--- src/rtl/store_rmw_unit_pkg.sv ---
// Shared definitions for the store read-modify-write path:
// op encodings, FSM states and the misalignment rule.
package store_rmw_unit_pkg;

    localparam int XLEN = 32;

    typedef enum logic [1:0] {
        OP_SW  = 2'b00,
        OP_SH  = 2'b01,
        OP_SB  = 2'b10,
        OP_RSV = 2'b11
    } op_e;

    typedef enum logic [2:0] {
        S_IDLE,
        S_READ,
        S_WAIT,
        S_WRITE,
        S_DONE,
        S_ERR
    } state_e;

    // Also used by the control unit to raise store-misaligned exceptions.
    function automatic logic misaligned(op_e op, logic [1:0] lo);
        logic r;
        r = 1'b1;
        case (op)
            OP_SW:   r = (lo != 2'b00);
            OP_SH:   r = lo[0];
            OP_SB:   r = 1'b0;
            default: r = 1'b1;
        endcase
        return r;
    endfunction

endpackage

--- src/rtl/store_rmw_unit_if.sv ---
// Request/memory bundle of the store unit. The master side holds the
// control FSM and the word memory; the slave side is the store unit.
interface store_rmw_unit_if;
    import store_rmw_unit_pkg::*;

    logic            start;
    op_e             op;
    logic [XLEN-1:0] addr;
    logic [XLEN-1:0] wdata;
    logic [XLEN-1:0] mem_dout;
    logic [XLEN-1:0] mem_addr;
    logic            mem_wr;
    logic [XLEN-1:0] mem_din;
    logic            busy;
    logic            done;
    logic            err;

    modport master (
        output start, op, addr, wdata, mem_dout,
        input  mem_addr, mem_wr, mem_din, busy, done, err
    );

    modport slave (
        input  start, op, addr, wdata, mem_dout,
        output mem_addr, mem_wr, mem_din, busy, done, err
    );

endinterface

--- src/rtl/store_rmw_unit_merge.sv ---
// Merges store data into the old memory word; little-endian lanes.
module store_merge
    import store_rmw_unit_pkg::*;
(
    input  logic [XLEN-1:0] old_word,
    input  logic [XLEN-1:0] wdata,
    input  op_e             op,
    input  logic [1:0]      addr,
    output logic [XLEN-1:0] merged_word
);

    always_comb begin
        merged_word = old_word;
        case (op)
            OP_SW: merged_word = wdata;
            OP_SH: begin
                if (addr[1]) merged_word[31:16] = wdata[15:0];
                else         merged_word[15:0]  = wdata[15:0];
            end
            OP_SB: merged_word[{addr, 3'b000} +: 8] = wdata[7:0];
            default: merged_word = old_word;
        endcase
    end

endmodule

--- src/rtl/store_rmw_unit.sv ---
// Multicycle store unit: sw writes directly, sh/sb read the containing
// word, merge the new lane and write it back.
module store_rmw_unit
    import store_rmw_unit_pkg::*;
(
    input  logic           clk,
    input  logic           reset,
    store_rmw_unit_if.slave bus
);

    state_e          r_state;
    state_e          w_next;
    op_e             r_op;
    logic [XLEN-1:0] r_addr;
    logic [XLEN-1:0] r_wdata;
    logic [XLEN-1:0] r_word;
    logic [XLEN-1:0] w_merged;

    always_ff @(posedge clk) begin
        if (reset) begin
            r_state <= S_IDLE;
            r_op    <= OP_SW;
            r_addr  <= '0;
            r_wdata <= '0;
            r_word  <= '0;
        end else begin
            r_state <= w_next;
            if (r_state == S_IDLE && bus.start) begin
                r_op    <= bus.op;
                r_addr  <= bus.addr;
                r_wdata <= bus.wdata;
            end
            if (r_state == S_WAIT) r_word <= bus.mem_dout;
        end
    end

    always_comb begin
        w_next = r_state;
        case (r_state)
            S_IDLE: begin
                if (bus.start) begin
                    if (misaligned(bus.op, bus.addr[1:0])) w_next = S_ERR;
                    else if (bus.op == OP_SW)              w_next = S_WRITE;
                    else                                   w_next = S_READ;
                end
            end
            S_READ:  w_next = S_WAIT;
            S_WAIT:  w_next = S_WRITE;
            S_WRITE: w_next = S_DONE;
            S_DONE:  w_next = S_IDLE;
            S_ERR:   w_next = S_IDLE;
            default: w_next = S_IDLE;
        endcase
    end

    store_merge u_merge (
        .old_word    (r_word),
        .wdata       (r_wdata),
        .op          (r_op),
        .addr        (r_addr[1:0]),
        .merged_word (w_merged)
    );

    // Everything below depends only on registered state.
    assign bus.mem_addr = {r_addr[31:2], 2'b00};
    assign bus.mem_wr   = (r_state == S_WRITE);
    assign bus.mem_din  = w_merged;
    assign bus.busy     = (r_state != S_IDLE);
    assign bus.done     = (r_state == S_DONE) || (r_state == S_ERR);
    assign bus.err      = (r_state == S_ERR);

endmodule

--- src/flat_wrapper.sv ---
// flat-port wrapper written by rule: the top's interface ports become plain ports
module store_rmw_unit_flat import store_rmw_unit_pkg::*;
  (clk, reset, bus_start, bus_op, bus_addr, bus_wdata, bus_mem_dout, bus_mem_addr, bus_mem_wr, bus_mem_din, bus_busy, bus_done, bus_err);
  store_rmw_unit_if bus_i ();
  input  logic clk;
  input  logic reset;
  input wire logic [$bits(bus_i.start)-1:0] bus_start;
  input wire logic [$bits(bus_i.op)-1:0] bus_op;
  input wire logic [$bits(bus_i.addr)-1:0] bus_addr;
  input wire logic [$bits(bus_i.wdata)-1:0] bus_wdata;
  input wire logic [$bits(bus_i.mem_dout)-1:0] bus_mem_dout;
  output wire logic [$bits(bus_i.mem_addr)-1:0] bus_mem_addr;
  output wire logic [$bits(bus_i.mem_wr)-1:0] bus_mem_wr;
  output wire logic [$bits(bus_i.mem_din)-1:0] bus_mem_din;
  output wire logic [$bits(bus_i.busy)-1:0] bus_busy;
  output wire logic [$bits(bus_i.done)-1:0] bus_done;
  output wire logic [$bits(bus_i.err)-1:0] bus_err;
  assign bus_i.start = bus_start;
  assign bus_i.op = bus_op;
  assign bus_i.addr = bus_addr;
  assign bus_i.wdata = bus_wdata;
  assign bus_i.mem_dout = bus_mem_dout;
  assign bus_mem_addr = bus_i.mem_addr;
  assign bus_mem_wr = bus_i.mem_wr;
  assign bus_mem_din = bus_i.mem_din;
  assign bus_busy = bus_i.busy;
  assign bus_done = bus_i.done;
  assign bus_err = bus_i.err;
  store_rmw_unit u_core (.clk(clk), .reset(reset), .bus(bus_i));
endmodule
--- config.mk ---
export PLATFORM = sky130hd
export DESIGN_NAME = store_rmw_unit_flat
export DESIGN_NICKNAME = d
export VERILOG_FILES = /design/src/rtl/store_rmw_unit_pkg.sv /design/src/rtl/store_rmw_unit_if.sv /design/src/rtl/store_rmw_unit_merge.sv /design/src/rtl/store_rmw_unit.sv /design/src/flat_wrapper.sv
export SDC_FILE = /design/constraint.sdc
export NUM_CORES = 1
export LEC_CHECK = 0
export CELL_PAD_IN_SITES_DETAIL_PLACEMENT = 1
export CELL_PAD_IN_SITES_GLOBAL_PLACEMENT = 2
export CORE_ASPECT_RATIO = 1.25
export CORE_MARGIN = 2
export CORE_UTILIZATION = 25
export CTS_CLUSTER_DIAMETER = 80
export DETAILED_ROUTE_END_ITERATION = 10
export GPL_ROUTABILITY_DRIVEN = 0
export PLACE_DENSITY_LB_ADDON = 0.1
export SLEW_MARGIN = 20
export SYNTH_ARGS = -nofsm -noshare
export SYNTH_HDL_FRONTEND = slang
export SYNTH_SLANG_ARGS = --single-unit
--- constraint.sdc ---
create_clock -name clk -period 3.1 [get_ports clk]
set_input_delay 0.62 -clock clk [delete_from_list [all_inputs] [get_ports clk]]
set_output_delay 0.62 -clock clk [all_outputs]
set_load 0.01 [all_outputs]
==> impl_metrics.json <==
{
  "die_h_um": 160,
  "grt_overflow": 0,
  "yosysWarnings": 0,
  "first_pass_iters": 4,
  "cts_hold_buf": 0,
  "seqPwrFrac": 0.425,
  "peakVddDrop_v": 0.0002534,
  "synth.top_cell.area_share": 0.4154,
  "grt_first_pass_wirelength_mm": 27.12,
  "antenna_found_initial": 0,
  "clock_skew_ns": 0.004081,
  "clock_latency_ns": 0.35,
  "hpwl_mm": 12.71,
  "fin_ws_ns": 0.07338,
  "initialDrtViolationCount": 195,
  "core.rowCount": 57,
  "final_cell_mix": "201 x nand2_1, 151 x clkdlybuf4s50_1, 111 x a21oi_1, 101 x dfxtp_1, 16 x a221o_1",
  "drive_above_1_share": 0.08434,
  "finalSetupTns_ns": 0,
  "drc": 0,
  "cts_sinks": 101,
  "maxCapViolations": 0,
  "path_max_fanout": 19,
  "outcome": "complete, no violations",
  "ys_seq_elements": 101,
  "clk_path_buf_depth": 2,
  "die_x_um": 128.8,
  "r2r-start": "u_core.r_state[1]$_SDFFE_PP0P_",
  "groute.usage.overall": 0.1704,
  "min_path_cells": 2,
  "coreArea_um2": 19260,
  "syn_area_um2": 4867,
  "htree_levels": 3,
  "powerDensity_nw_per_um2": 510.1,
  "pwr-share-comb": 0.233,
  "end_kind": "output pin",
  "ff2ff_setup_slack_ns": 1.28,
  "p_int_uw": 2491,
  "dp_slack_ns": 0.06256,
  "synthTopCellsByArea": "dfxtp_1 42%, nand2_1 16%, a21oi_1 11%, buf_4 5.6%, a221o_1 3.3%",
  "ios": 169,
  "p_sw_frac": 0.2902,
  "wl_met1_mm": 8.237,
  "wl_per_cell_um": 18.04,
  "ant_nets": 0,
  "setup_viol": 0,
  "cts-root-buf": "clkbuf_16",
  "p_sw_uw": 1018,
  "rr_endpoint": "u_core.r_word[26]$_SDFFE_PP0N_",
  "final_common_cell": "nand2_1",
  "hold_end": "u_core.r_addr[10]$_SDFFE_PP0P_",
  "total_power_uw": 3509,
  "fmax_ghz": 0.3304,
  "rsz0062_at_grt": "false",
  "seq_area_frac_synth": 0.4154,
  "power_frac_clock": 0.341,
  "yosysTopAreaCell": "dfxtp_1",
  "area_growth_pct": 41.34,
  "grt_pass1_vias": 4812,
  "avgSynthCellArea_um2": 7.726,
  "routed_via_density": 4.752,
  "nNetsFinal": 849,
  "crit_type": "reg -> out",
  "wl_mm": 17.73,
  "start_kind": "register",
  "cts_buffers": 9,
  "min_from": "u_core.r_addr[10]$_SDFFE_PP0P_",
  "arrival_ns": 2.41,
  "portBuffers": 166,
  "grt_max_degree": 86,
  "cts_tree": "built",
  "wl_met3_um": 785,
  "relSlewSlack": 0.4866,
  "ys_types": 40,
  "synth_cells": 630,
  "hp-class": "reg -> reg",
  "hold_violations": 0,
  "worst_slew_pin_slew_ns": 0.7701,
  "die_area_um2": 20610,
  "final_max_slew_viol_count": 0,
  "p_leak_uw": 0.002558,
  "vias": 4671,
  "rr_worst_depth": 4,
  "routed.top_layer": "met4",
  "cp.required_ns": 2.48,
  "timing.final.crit_share": 0.9763,
  "start_util": 0.2528,
  "clkTransAtPathRegs_ns": 0.07,
  "met2_length_mm": 8.557,
  "period_needed_ns": 3.027,
  "insertedDiodeCount": 0,
  "holdWs_ns": 0.4528
}
[cell usage after synthesis]
master,number
or3b_2,2
or2_2,1
nor3b_2,2
a211oi_1,6
a221o_1,16
and4_1,2
nand2_1,201
a2111oi_0,1
inv_1,5
nor2b_1,7
nor2_1,10
nor3_1,2
nand3_1,12
o21ai_0,2
a32o_1,2
nor3b_1,2
mux2_2,4
o32ai_1,2
buf_4,36
o2bb2ai_1,12
conb_1,1
mux2i_1,8
a21o_1,1
ha_1,5
dfxtp_1,101
o21ai_1,1
a31oi_1,4
clkbuf_1,26
a22o_1,2
buf_2,14
nor4b_2,1
and4b_1,2
or3_1,1
a21oi_1,111
buf_6,5
o311ai_0,1
and2_1,1
nor4_1,2
nand2b_1,15
or4b_4,1
[sequential cells by signal, summed over array words and instances, names as in the netlist]
signal and count:
u_core.r_op 2, u_core.r_addr 32, u_core.r_word 32, u_core.r_wdata 32
u_core.r_state 3
[cell families after synthesis]
logic type / after synthesis / share of synthesized area
muxes: 12 / 0.02571
other: 1 / 0.0007705
adders and majority gates: 5 / 0.01285
and+or+nand+nor: 264 / 0.2373
DFF: 101 / 0.4154
buffers and inverters: 86 / 0.1054
AOI/OAI and AO/OA: 161 / 0.2026
[stage by stage]
step                      utilization  instance area [um2]  std cells
after global routing           0.3572                 6879        983
after CTS                      0.3537                 6812        981
after global placement         0.3363                 6476        966
final                          0.3572                 6879        983
after detailed placement       0.3363                 6476        966
after floorplan                     -                 4871        631
[area by class of cell]
type                       instances  area [um2]
fill                            2277       12380
multi-input combinational        444        2419
sequential                       101        2022
timing repair buffer             182        1814
tap                              236       295.3
clock buffer                      12       266.5
clock inverter                     3       43.79
inverter                           5       18.77
[power by group through the flow]
stage	logic, uW	clock network [uW]	registers [uW]
after floorplan	480	0	1470
after global placement	803	0	1520
after detailed placement	816	0	1520
after CTS	822	1230	1490
after global routing	904	1280	1510
final	818	1200	1490
[how the worst max path moves through the flow]
stage / to / start / slack [ns]
global route: bus_mem_din[18] / u_core.r_addr[1]$_SDFFE_PP0P_ / 0.003
finish: bus_mem_din[17] / u_core.r_addr[1]$_SDFFE_PP0P_ / 0.07
floorplan: bus_mem_din[2] / u_core.r_addr[1]$_SDFFE_PP0P_ / 0.18
CTS: bus_mem_din[3] / u_core.r_addr[0]$_SDFFE_PP0P_ / -0.007
global placement: bus_mem_din[2] / u_core.r_addr[0]$_SDFFE_PP0P_ / 0.16
detailed placement: bus_mem_din[3] / u_core.r_addr[0]$_SDFFE_PP0P_ / 0.06
[metal layers]
metal | vias to the layer above | track usage
met1 | 2219 | 0.2315
li1 | 2331 | -
met3 | 8 | 0.02479
met2 | 113 | 0.2799
met4 | 0 | 0.04891
met5 | - | 0
[timing repair]
item	4_1_cts	5_1_grt
resized for setup	26	24
buffers inserted	0	2
endpoints found under the setup margin	32	30
pin swaps	2	6
[worst max-delay path, cell delays in order (launching register included)]
cell,delay [ns]
dfxtp_1,0.36
buf_6,0.20
nor2b_4,0.21
buf_4,0.16
mux2_2,0.33
a221o_1,0.31
clkdlybuf4s50_1,0.49
No activity file was read; power rests on OpenSTA's default activity.
==> variant (same settings) <==
Reset style: asynchronous (`reset`), changed in one clocked block.
--- a/src/rtl/store_rmw_unit.sv
+++ b/src/rtl/store_rmw_unit.sv
@@ -17,5 +17,5 @@
     logic [XLEN-1:0] w_merged;
 
-    always_ff @(posedge clk) begin
+    always_ff @(posedge clk or posedge reset) begin
         if (reset) begin
             r_state <= S_IDLE;
Formal check against the unedited RTL: differs if reset is asserted again (counterexample within 4 cycles, from zero or initial values and one cycle with reset high); with reset held inactive, the same outputs for 4 cycles.
==> variant against the original RTL <==
Area after synthesis is 0.10% higher. Sequential cell count unchanged. Design area rose by 2.8%. Wire length down 12%. Register-to-register slack worse by 0.14 ns. Synthesized cell count is 41% lower. Worst setup slack worse by 0.0059 ns. Hold slack improved by 0.035 ns. Critical path depth is 2 higher. Die area increased by 0.10%. Largest cell class is now flip-flops and latches.
Power is not compared: it rests on default switching activity, and its combinational part moved more than twofold at a synthesized area within 25%.
==> variant: results (changes against the original RTL) <==
Setup path
The reg-to-reg startpoint is u_core.r_state[0] (was u_core.r_state[1]). The internal reg-to-reg setup slack was 1.14 ns (was 1.28 ns). The highest net fanout along the worst path is 5 (was 19). The terminus of the critical flop-to-flop path is u_core.r_wdata[20] (was u_core.r_word[26]). The highest cell delay on the worst timing path is 0.53 ns (was 0.49 ns). The arrival time reported for the critical path endpoint is 2.41 ns (about the same).

The critical-path cell with the highest stage delay is clkdlybuf4s50_1 (unchanged). The cell type group with the largest total delay on the critical path is buffers and inverters (unchanged).

Routing
The detailed router's first-iteration violation count is 132 (was 195). The final wirelength was 15700 um (was 17700 um). The number of vias per cell after detailed routing was 4.70 (was 4.75).

STA
The clock tree skew after final layout was 0.00673 ns (was 0.00408 ns). The worst hold slack is 0.488 ns (was 0.453 ns). The clock period minus final worst setup slack is 3.03 ns (about the same). The transition time at the pin with the least slew margin is 1.05 ns (was 0.770 ns).

Worst hold path
The worst hold endpoint is u_core.r_addr[19] (was u_core.r_addr[10]). The number of cells on the worst hold path is 1 (was 2). The launch instance of the worst min-delay path is u_core.r_addr[19] (was u_core.r_addr[10]).

Clock tree
The master cell of the clock root buffer was clkbuf_16 (unchanged). The clock latency at the later pin of the worst-skew pair came to 0.35 ns (about the same). The clock-pin slew on the worst setup and hold paths is 0.07 ns (about the same).

Synthesis
The number of cells produced by synthesis came to 369 (was 630). The proportion of register bits with asynchronous set or reset after synthesis is 100% (was 0%). The leading register cell type out of synthesis is dfrtp_1 (was dfxtp_1). The distinct cell type count after synthesis came to 41 (was 40). The fraction of the yosys area taken by sequential cells is 51.9% (was 41.5%). Top cell types by occurrence after synthesis: 101 x dfrtp_1, 92 x mux2_2, 33 x buf_4 (was 201 x nand2_1, 111 x a21oi_1, 101 x dfxtp_1). Main area contributors after synthesis: dfrtp_1 52%, mux2_2 21%, buf_4 5.1%, a221o_1 3.3%, a22o_1 1.4% (was dfxtp_1 42%, nand2_1 16%, a21oi_1 11%, buf_4 5.6%, a221o_1 3.3%).

Placed design
The count of placed standard cells including taps is 739 (was 966). The half-perimeter wire length of the detailed placement result came to 11100 um (was 12700 um). The post-place instance area is 6630 um^2 (was 6480 um^2).

The pre-CTS setup slack was -0.0202 ns (was 0.0626 ns).

Global route
The global routing usage on met3 is 2.68% (was 2.48%). The fraction of met2 tracks used by global routing is 27.4% (was 28.0%). The number of antenna violations at the first check in global routing is 0 (unchanged).

The global routing met1 resource utilization was 17.7% (was 23.2%). The via count of the first global-routing pass was 3886 (was 4812). The global route total overflow is 0 (unchanged). The maximum number of pins on one net before global-route repair is 102 (was 86).

The overall fraction of global-route tracks in use came to 15.2% (was 17.0%). The global-route wire length before repair is 23200 um (was 27100 um).

Finish
The final net count came to 633 (was 849). The area taken by flip-flops and latches is 2530 um^2 (was 2020 um^2). The count of fill cells added during filler insertion is 2075 (was 2277). The non-filler instance count after layout is 767 (was 983). The fraction of layout instances using a drive strength above 1 is 30.1% (was 8.43%).

Largest registers: u_core.r_addr: 32 flops, u_core.r_wdata: 32 flops, u_core.r_word: 32 flops (unchanged).

Run status
Outcome: finished, final reports clean (unchanged).
-- variant: worst max path at each step --
stage                                  to  cells past startpoint        startpoint
after CTS                 bus_mem_din[23]                     10  u_core.r_addr[0]
after global routing      bus_mem_din[19]                     10  u_core.r_addr[0]
after floorplan            bus_mem_din[0]                      6  u_core.r_addr[1]
after detailed placement  bus_mem_din[17]                      6  u_core.r_addr[1]
after global placement    bus_mem_din[17]                      6  u_core.r_addr[1]
final                      bus_mem_din[0]                      8  u_core.r_addr[0]
-- variant: layout make-up --
cell class                 count  area share [%]
sequential                   101            35.8
multi-input combinational    212            28.4
timing repair buffer         196            26.5
tap                          236            4.18
clock buffer                  10            3.24
clock inverter                 5            1.52
inverter                       7           0.425
-- variant: kinds of logic (layout without fill, tap and decap cells) --
logic type      count (synthesis)  count (layout)  share of synthesized area (%)
flops                         101             101                           51.9
mux                            94              94                           21.7
compound gates                 70              70                           11.4
buf+inv                        57             218                           7.78
simple gates                   41              41                           5.91
fa+ha+maj                       5               5                           1.28
other cells                     1               2                         0.0770
-- variant: metal layers --
metal	vias to the layer above	part of all wire (%)
met2	109	52
met1	1828	40
met3	15	5.1
li1	1656	-
met4	0	2.1
met5	-	0
-- variant: power by group through the flow --
stage	Combinational [mW]	Sequential (mW)	Clock, mW
2_1_floorplan	2.64	2.35	0
3_3_place_gp	4.20	2.63	0
3_5_place_dp	4.26	2.65	0
4_1_cts	4.12	2.63	1.37
5_1_grt	4.42	2.72	1.41
6_report	4.09	2.60	1.31
-- variant: timing repair --
item / CTS / global route
pin swaps: 0 / 4
setup endpoints to repair: 32 / 19
gates resized for setup: 43 / 18
buffers inserted: 4 / 9
